--- src/rtl/spi_target_regfile.sv ---
// spi_target_regfile
//   SPI target (slave) with an internal register file, clocked directly by
//   sclk. A frame is ADDR_W address bits followed by one word (or, with
//   BURST_EN, a run of words at auto-incrementing addresses), MSB-first.
//   The direction is taken from rd_wr on the first frame edge only.
//
// Ports
//   sclk       serial clock, all state changes on posedge
//   rst_n      asynchronous active-low reset (clears register file too)
//   ssel       active-low target select
//   rd_wr      direction, 1 = read, 0 = write (first frame edge only)
//   mosi       serial data in, MSB-first
//   miso       serial data out, MSB-first, 0 outside RDATA
//   miso_oe    high while selected and in RDATA
//   wr_strobe  one-cycle pulse after a register write commits
//   wr_addr    address of the last committed write
//   wr_data    data of the last committed write
//   frame_err  sticky: last frame ended mid address/word
//   busy       state != IDLE
module spi_target_regfile #(
  parameter int DATA_W   = 8,
  parameter int ADDR_W   = 4,
  parameter bit BURST_EN = 1'b1
) (
  input  logic              sclk,
  input  logic              rst_n,
  input  logic              ssel,
  input  logic              rd_wr,
  input  logic              mosi,
  output logic              miso,
  output logic              miso_oe,
  output logic              wr_strobe,
  output logic [ADDR_W-1:0] wr_addr,
  output logic [DATA_W-1:0] wr_data,
  output logic              frame_err,
  output logic              busy
);

  localparam int DEPTH = 2 ** ADDR_W;
  localparam int MAXW  = (DATA_W > ADDR_W) ? DATA_W : ADDR_W;
  localparam int CNT_W = $clog2(MAXW);

  typedef enum logic [2:0] {IDLE, ADDR, WDATA, RDATA, DONE} state_t;

  state_t             state;
  state_t             state_nxt;
  logic [CNT_W-1:0]   cnt;
  logic               dir;
  logic [ADDR_W-1:0]  addr;
  logic [DATA_W-1:0]  data_sr;
  logic [DATA_W-1:0]  out_sr;
  logic [DATA_W-1:0]  mem [DEPTH];

  logic               addr_last;
  logic               word_last;
  logic [ADDR_W-1:0]  addr_shift;
  logic [ADDR_W-1:0]  addr_inc;
  logic [DATA_W-1:0]  data_shift;
  logic               partial;

  assign addr_last  = (cnt == CNT_W'(ADDR_W - 1));
  assign word_last  = (cnt == CNT_W'(DATA_W - 1));
  assign addr_shift = {addr[ADDR_W-2:0], mosi};
  assign data_shift = {data_sr[DATA_W-2:0], mosi};
  assign addr_inc   = addr + ADDR_W'(1);
  // A frame ending now would leave a field half-shifted.
  assign partial    = (state == ADDR) ||
                      (((state == WDATA) || (state == RDATA)) && (cnt != '0));

  // State register
  always_ff @(posedge sclk or negedge rst_n) begin
    if (!rst_n) state <= IDLE;
    else        state <= state_nxt;
  end

  // Next-state logic
  always_comb begin
    state_nxt = state;
    if (ssel) begin
      state_nxt = IDLE;
    end else begin
      case (state)
        IDLE:  state_nxt = ADDR;
        ADDR:  if (addr_last) state_nxt = dir ? RDATA : WDATA;
        WDATA,
        RDATA: if (word_last && !BURST_EN) state_nxt = DONE;
        DONE:  state_nxt = DONE;
        default: state_nxt = IDLE;
      endcase
    end
  end

  // Outputs decoded from state
  always_comb begin
    miso    = 1'b0;
    miso_oe = 1'b0;
    busy    = (state != IDLE);
    if ((state == RDATA) && !ssel) begin
      miso_oe = 1'b1;
      miso    = out_sr[DATA_W-1];
    end
  end

  // Datapath: shift registers, counter, register file and write reporting
  always_ff @(posedge sclk or negedge rst_n) begin
    if (!rst_n) begin
      cnt       <= '0;
      dir       <= 1'b0;
      addr      <= '0;
      data_sr   <= '0;
      out_sr    <= '0;
      wr_strobe <= 1'b0;
      wr_addr   <= '0;
      wr_data   <= '0;
      frame_err <= 1'b0;
      for (int i = 0; i < DEPTH; i++) mem[i] <= '0;
    end else begin
      wr_strobe <= 1'b0;
      if (ssel) begin
        cnt <= '0;
        if (partial) frame_err <= 1'b1;
      end else begin
        case (state)
          IDLE: begin
            dir       <= rd_wr;
            addr      <= addr_shift;
            cnt       <= CNT_W'(1);
            frame_err <= 1'b0;
          end
          ADDR: begin
            addr <= addr_shift;
            if (addr_last) begin
              cnt <= '0;
              // Preload so the MSB is on miso for the master's next edge.
              if (dir) out_sr <= mem[addr_shift];
            end else begin
              cnt <= cnt + CNT_W'(1);
            end
          end
          WDATA: begin
            data_sr <= data_shift;
            if (word_last) begin
              mem[addr] <= data_shift;
              wr_addr   <= addr;
              wr_data   <= data_shift;
              wr_strobe <= 1'b1;
              cnt       <= '0;
              if (BURST_EN) addr <= addr_inc;
            end else begin
              cnt <= cnt + CNT_W'(1);
            end
          end
          RDATA: begin
            if (word_last) begin
              cnt <= '0;
              if (BURST_EN) begin
                addr   <= addr_inc;
                out_sr <= mem[addr_inc];
              end else begin
                out_sr <= '0;
              end
            end else begin
              out_sr <= {out_sr[DATA_W-2:0], 1'b0};
              cnt    <= cnt + CNT_W'(1);
            end
          end
          default: ;
        endcase
      end
    end
  end

endmodule
--- config.mk ---
export PLATFORM = sky130hd
export DESIGN_NAME = spi_target_regfile
export DESIGN_NICKNAME = d
export VERILOG_FILES = /design/src/rtl/spi_target_regfile.sv
export SDC_FILE = /design/constraint.sdc
export NUM_CORES = 1
export LEC_CHECK = 0
export ABC_CLOCK_PERIOD_IN_PS = 5900
export BUFFER_PORTS_ARGS = -buffer_cell sky130_fd_sc_hd__buf_2
export CORE_MARGIN = 3
export CORE_UTILIZATION = 45
export DETAILED_ROUTE_END_ITERATION = 12
export PLACE_DENSITY_LB_ADDON = 0.1
export SLEW_MARGIN = 30
export SYNTH_ARGS = -nofsm -noshare
export SYNTH_HDL_FRONTEND = slang
export SYNTH_SLANG_ARGS = --single-unit
--- constraint.sdc ---
create_clock -name sclk -period 5.9 [get_ports sclk]
set_clock_uncertainty 0.05 [all_clocks]
set_input_delay 0.295 -clock sclk [delete_from_list [all_inputs] [get_ports sclk]]
set_output_delay 0.295 -clock sclk [all_outputs]
set_load 0.01 [all_outputs]
==> results of run 1 <==
-- layer usage --
metal  share of wire  up-vias
li1                -     2418
met1            0.45     3095
met2            0.46      263
met3           0.074       44
met4           0.023        0
met5               0        -
-- kinds of logic (layout without fill, tap and decap cells) --
| logic type | after synthesis | after routing | synth area share |
|---|---|---|---|
| and+or+nand+nor | 120 | 120 | 0.0690 |
| xor gates and xnor gates | 2 | 2 | 0.00200 |
| AOI/OAI and AO/OA | 65 | 65 | 0.0487 |
| muxes | 220 | 220 | 0.359 |
| adders and majority gates | 8 | 8 | 0.0114 |
| buffers and inverters | 59 | 72 | 0.0300 |
| DFF | 168 | 168 | 0.480 |
-- how the worst max path moves through the flow --
stage | from | end
after floorplan | addr[0]$_DFFE_PN0P_ | out_sr[5]$_DFFE_PN0P_
after global placement | addr[0]$_DFFE_PN0P_ | out_sr[0]$_DFFE_PN0P_
after detailed placement | cnt[0]$_DFFE_PN0P_ | mem[23]$_DFFE_PN0P_
after CTS | cnt[0]$_DFFE_PN0P_ | mem[23]$_DFFE_PN0P_
after global routing | cnt[0]$_DFFE_PN0P_ | mem[17]$_DFFE_PN0P_
final | cnt[0]$_DFFE_PN0P_ | mem[21]$_DFFE_PN0P_
-- synth_stat cells, drive strengths merged, types with 2 or more instances --
cell	number	area, um^2
nand3	12	60.1
a21oi	14	70.1
mux4	61	1390
nor2	16	60.1
inv	10	37.5
dfrtp	168	4200
nor3	4	53.8
a31oi	4	25.0
mux2	136	1530
a211oi	2	15.0
a22oi	2	15.0
buf	23	128
mux2i	23	230
o32ai	3	26.3
ha	8	100
nor2b	2	12.5
clkbuf	25	93.8
o21ai	18	90.1
nor3b	2	15.0
nand2	65	274
a221oi	11	96.3
o22ai	3	18.8
and3	7	43.8
nand4	6	43.8
a311oi	7	61.3
-- registers in the layout, indices dropped and copies added, names as in the netlist, 3 cells and up --
register and flops:
out_sr 8, state 3, wr_addr 4, addr 4, mem 128, wr_data 8
cnt 3, data_sr 7
-- through the flow --
stage,setup WS (ps),utilization,instances
2_1_floorplan,2670,-,642
6_report,2160,0.514,915
3_5_place_dp,2180,0.479,881
3_3_place_gp,2160,0.478,881
5_1_grt,1940,0.514,915
4_1_cts,2150,0.513,914
-- cell type report --
| cell class | count | area, um^2 |
|---|---|---|
| clock buffer | 19 | 453 |
| clock inverter | 13 | 179 |
| fill | 1638 | 9180 |
| inverter | 11 | 41.3 |
| multi-input combinational | 415 | 4310 |
| sequential | 168 | 4210 |
| tap | 260 | 325 |
| timing repair buffer | 29 | 198 |
-- repair_timing --
| item | 4_1_cts | 5_1_grt |
|---|---|---|
| endpoints found under the hold margin | 117 | 0 |
| setup buffers | 0 | 0 |
| hold buffers | 1 | 0 |
-- report_power, final --
group,total [uW],internal [uW],switching (uW)
clock,1210,703,505
sequential,1260,1180,72.1
combinational,269,108,161
total,2730,2000,738
==> results.yml, run 1 <==
outcome:
  status: "complete, no violations"
critical_path:
  cp.required_ps: 6160
  cpMaxStageDelayCell: "ha_1"
  arrival_ps: 4000
  path_cells: "ha_1 -> nand2_1 -> or3_1 -> buf_4 -> inv_1 -> nand4_1 -> mux2_2"
  crit_buf_inv: 2
  reg2reg_from: "cnt[0]$_DFFE_PN0P_"
  critPathMaxStageDelay_ps: 610
  cp-start-kind: "register"
  path_max_fanout: 20
  critical_path_class: "register to register"
  end_kind: "register"
  path_depth: 7
  r2r_slack_ps: 2160
  reg2reg_to: "mem[21]$_DFFE_PN0P_"
  r2r_cells: 7
  crit_family: "simple AND/OR/NAND/NOR gates"
clocking:
  tritoncts: "built"
  cts_buffers: 17
  cts-root-buf: "clkbuf_16"
  cts_sinks: 168
  clkTransAtPathRegs_ps: 70
  h-tree-depth: 4
  cts_buffer_depth: 2
  ctsResizeCount: 0
  clk-insertion-delay-late_ps: 430
power:
  vdd_drop_max_mv: 0.208
  finalPower_uw: 2730
  leakagePower_uw: 0.00459
  powerDensity_nw_per_um2: 281
synthesis:
  synth_cells: 642
  ys_ff_latch: 168
  synth_nets: 655
  ys.flop_type: "dfrtp_1"
  syn_area_um2: 8760
  ys_seq_area_frac: 0.480
  ys_types: 43
  ys_warn_count: 0
  synth_edf_count: 0
  async_flop_share: 1.00
  syn_area_per_cell_um2: 13.6
routing:
  drt_pass1_iterations: 6
  wl_per_cell_um: 26.2
  drcViolationCount: 0
  drt_iter0_markers: 837
  via_per_inst: 6.36
  ant_nets: 0
  num_vias: 5820
  wl_um: 23900
hold_path:
  min_to: "dir$_DFFE_PN0P_"
  hp-class: "primary input to register"
  worstHoldStart: "rd_wr"
  hold_depth: 2
sta:
  timing.final.crit_period_ps: 3740
  final-hold-violation-count: 0
  fmax_mhz: 267
  holdWs_ps: 51.9
  finalSetupViolCount: 0
  slew_headroom: 0.433
  fin_crit_sh: 0.634
  drv_slew: 0
  tns_ps: 0
  rsz0062_at_grt: "no"
  worst_slew_pin_slew_ps: 851
job:
  max_cap_viol_count: 0
final_layout:
  final_common_cell: "dfrtp_1"
  drive_gt1_frac: 0.409
  fin_nets: 655
  final_cell_mix: "dfrtp_1, mux2_2, mux4_2"
  final_area_um2: 9720
  antennaDiodeCount: 0
  areaGrowthSynthToFinish_pct: 10.9
global_routing:
  grt_pass1_vias: 5888
  top_usage_layer: "met2"
  grt-ovfl-total: 0
  grt_max_degree: 119
  use_met1: 0.338
  grt_first_pass_wirelength_um: 37300
  met2_usage: 0.348
  grtUsageMet3: 0.0536
  grt_usage: 0.231
  antenna_found_initial: 0
placement:
  place_area_um2: 9040
  place.detailed.hpwl_um: 16200
  portBuffers: 21
  gp_congestion: 0.867
floorplan:
  num_rows: 50
  io_pins: 22
  core-area_um2: 18900
  dieArea_um2: 21200
  start_util: 0.464
  die_w_um: 146
  die_h_um: 146
Note: power is estimated with default switching activity, not from simulation.
==> run 2, diff against run 1 <==
--- a/config.mk
+++ b/config.mk
@@ -5,7 +5,7 @@
 export SDC_FILE = /design/constraint.sdc
 export NUM_CORES = 1
 export LEC_CHECK = 0
-export ABC_CLOCK_PERIOD_IN_PS = 5900
+export ABC_CLOCK_PERIOD_IN_PS = 3630
 export BUFFER_PORTS_ARGS = -buffer_cell sky130_fd_sc_hd__buf_2
 export CORE_MARGIN = 3
 export CORE_UTILIZATION = 45
==> constraint.sdc (replaced) <==
create_clock -name sclk -period 3.63 [get_ports sclk]
set_clock_uncertainty 0.05 [all_clocks]
set_input_delay 0.1815 -clock sclk [delete_from_list [all_inputs] [get_ports sclk]]
set_output_delay 0.1815 -clock sclk [all_outputs]
set_load 0.01 [all_outputs]
==> results.yml, run 2 (same netlist as run 1, synthesis figures left out) <==
outcome:
  status: "complete, no violations"
power:
  powerDensity_nw_per_um2: 441
  leakagePower_uw: 0.00460
  vdd_drop_max_mv: 0.314
sta:
  fmax_mhz: 357
  drv_slew: 0
  slew_headroom: 0.488
  tns_ps: 0
  timing.final.crit_period_ps: 2800
  finalWorstSetupSlack_ps: 829
  finalSetupViolCount: 0
  worst_slew_pin_slew_ps: 769
  fin_crit_sh: 0.772
  rsz0062_at_grt: "no"
  final-hold-violation-count: 0
critical_path:
  path_max_fanout: 33
  critPathMaxStageDelay_ps: 480
  r2r_slack_ps: 830
  crit_family: "multiplexers"
  critical_path_class: "register to register"
  end_kind: "register"
  cp-start-kind: "register"
  crit_top_cell: "mux4_2"
  cpMaxStageDelayCell: "mux4_2"
  r2r_cells: 7
  arrival_ps: 3040
  path_depth: 7
  crit_buf_inv: 2
  cp.required_ps: 3870
  path_cells: "clkinv_1 -> ha_1 -> buf_4 -> mux4_2 -> mux4_2 -> nand3_1 -> a311oi_1"
clocking:
  tritoncts: "built"
  cts_buffer_depth: 2
  cts_buffers: 17
  cts_setup_buffers: 0
  clk-insertion-delay-late_ps: 430
  h-tree-depth: 4
  clkTransAtPathRegs_ps: 70
  hold_buffers: 3
  cts_sinks: 168
  cts-root-buf: "clkbuf_16"
  ctsResizeCount: 0
floorplan:
  die_h_um: 146
  die_w_um: 146
  dieArea_um2: 21200
  start_util: 0.464
  num_rows: 50
  core-area_um2: 18900
  io_pins: 22
final_layout:
  areaGrowthSynthToFinish_pct: 11.0
  fin_nets: 666
  fin_util: 0.515
  top_regs: "mem (128), out_sr (8), wr_data (8)"
  drive_gt1_frac: 0.414
  largest_reg_flops: 128
  final_common_cell: "dfrtp_1"
  num-fill-cells: 1652
  regMostFlops: "mem"
  antennaDiodeCount: 0
  final_area_um2: 9730
  final_cell_mix: "dfrtp_1, mux2_2, mux4_2"
routing:
  drcViolationCount: 0
  drt_pass1_iterations: 5
  drt_iter0_markers: 432
  ant_nets: 0
  wl_um: 21800
  num_vias: 5632
  wl_per_cell_um: 23.6
  via_per_inst: 6.08
global_routing:
  grt-ovfl-total: 0
  top_usage_layer: "met2"
  antenna_found_initial: 0
  grt_pass1_vias: 5667
  grt_max_degree: 71
  grtUsageMet3: 0.0452
  met2_usage: 0.324
  use_met1: 0.324
  grt_usage: 0.216
  grt_first_pass_wirelength_um: 35100
placement:
  portBuffers: 21
  dpl_worst_slack_ps: 809
  place_area_um2: 9100
  gp_congestion: 0.857
  place.detailed.hpwl_um: 15000
hold_path:
  hp-class: "primary input to async pin"
job:
  max_cap_viol_count: 0
## run 2: cell count changes in the layout (fill, tap and decap cells not counted), sizes merged
cell,delta
buf,+9
bufinv,-2
clkbuf,-2
clkinv,+2
clkinvlp,+2
dlygate4sd3,+2
## run 2: layer usage
| layer | up-vias | share of wire |
|---|---|---|
| li1 | 2450 | - |
| met1 | 2994 | 0.47 |
| met2 | 165 | 0.47 |
| met3 | 23 | 0.051 |
| met4 | 0 | 0.011 |
| met5 | - | 0 |
## run 2: worst register-to-register path, cell delays in order, from the launching register on
cell	delay [ps]
dfrtp_1	350
clkinv_1	290
ha_1	400
buf_4	430
mux4_2	440
mux4_2	490
nand3_1	100
a311oi_1	110
## run 2: stage by stage
step / hold slack [ps] / cells / total power, uW
floorplan: -164 / 642 / 2350
global placement: 202 / 891 / 2510
detailed placement: 211 / 891 / 2520
CTS: 323 / 926 / 4340
global route: 340 / 926 / 4470
finish: 279 / 926 / 4290
## run 2: layout make-up
class	instances	area (um^2)	share of cell area
Multi-Input combinational cell	415	4300	0.442
Clock inverter	15	164	0.0169
Tap cell	260	325	0.0334
Clock buffer	17	425	0.0437
Inverter	11	41.3	0.00425
Sequential cell	168	4210	0.433
Timing Repair Buffer	40	262	0.0269
## run 2: power breakdown
group / internal [uW] / total (uW) / switching [uW]
clock: 976 / 1800 / 827
sequential: 1920 / 2010 / 89.5
combinational: 183 / 471 / 288
total: 3080 / 4290 / 1200
## run 2: path summary, 6_finish.rpt
| path | startpoint | end |
|---|---|---|
| worst max-delay path | addr[1]$_DFFE_PN0P_ | out_sr[2]$_DFFE_PN0P_ |
| worst min-delay path | rst_n | out_sr[6]$_DFFE_PN0P_ |
| worst min register to register | wr_data[1]$_DFFE_PN0P_ | wr_data[1]$_DFFE_PN0P_ |
| worst max register to register | addr[1]$_DFFE_PN0P_ | out_sr[2]$_DFFE_PN0P_ |
| max in group asynchronous | rst_n | mem[15]$_DFFE_PN0P_ |
| min in group sclk | mosi | wr_data[0]$_DFFE_PN0P_ |
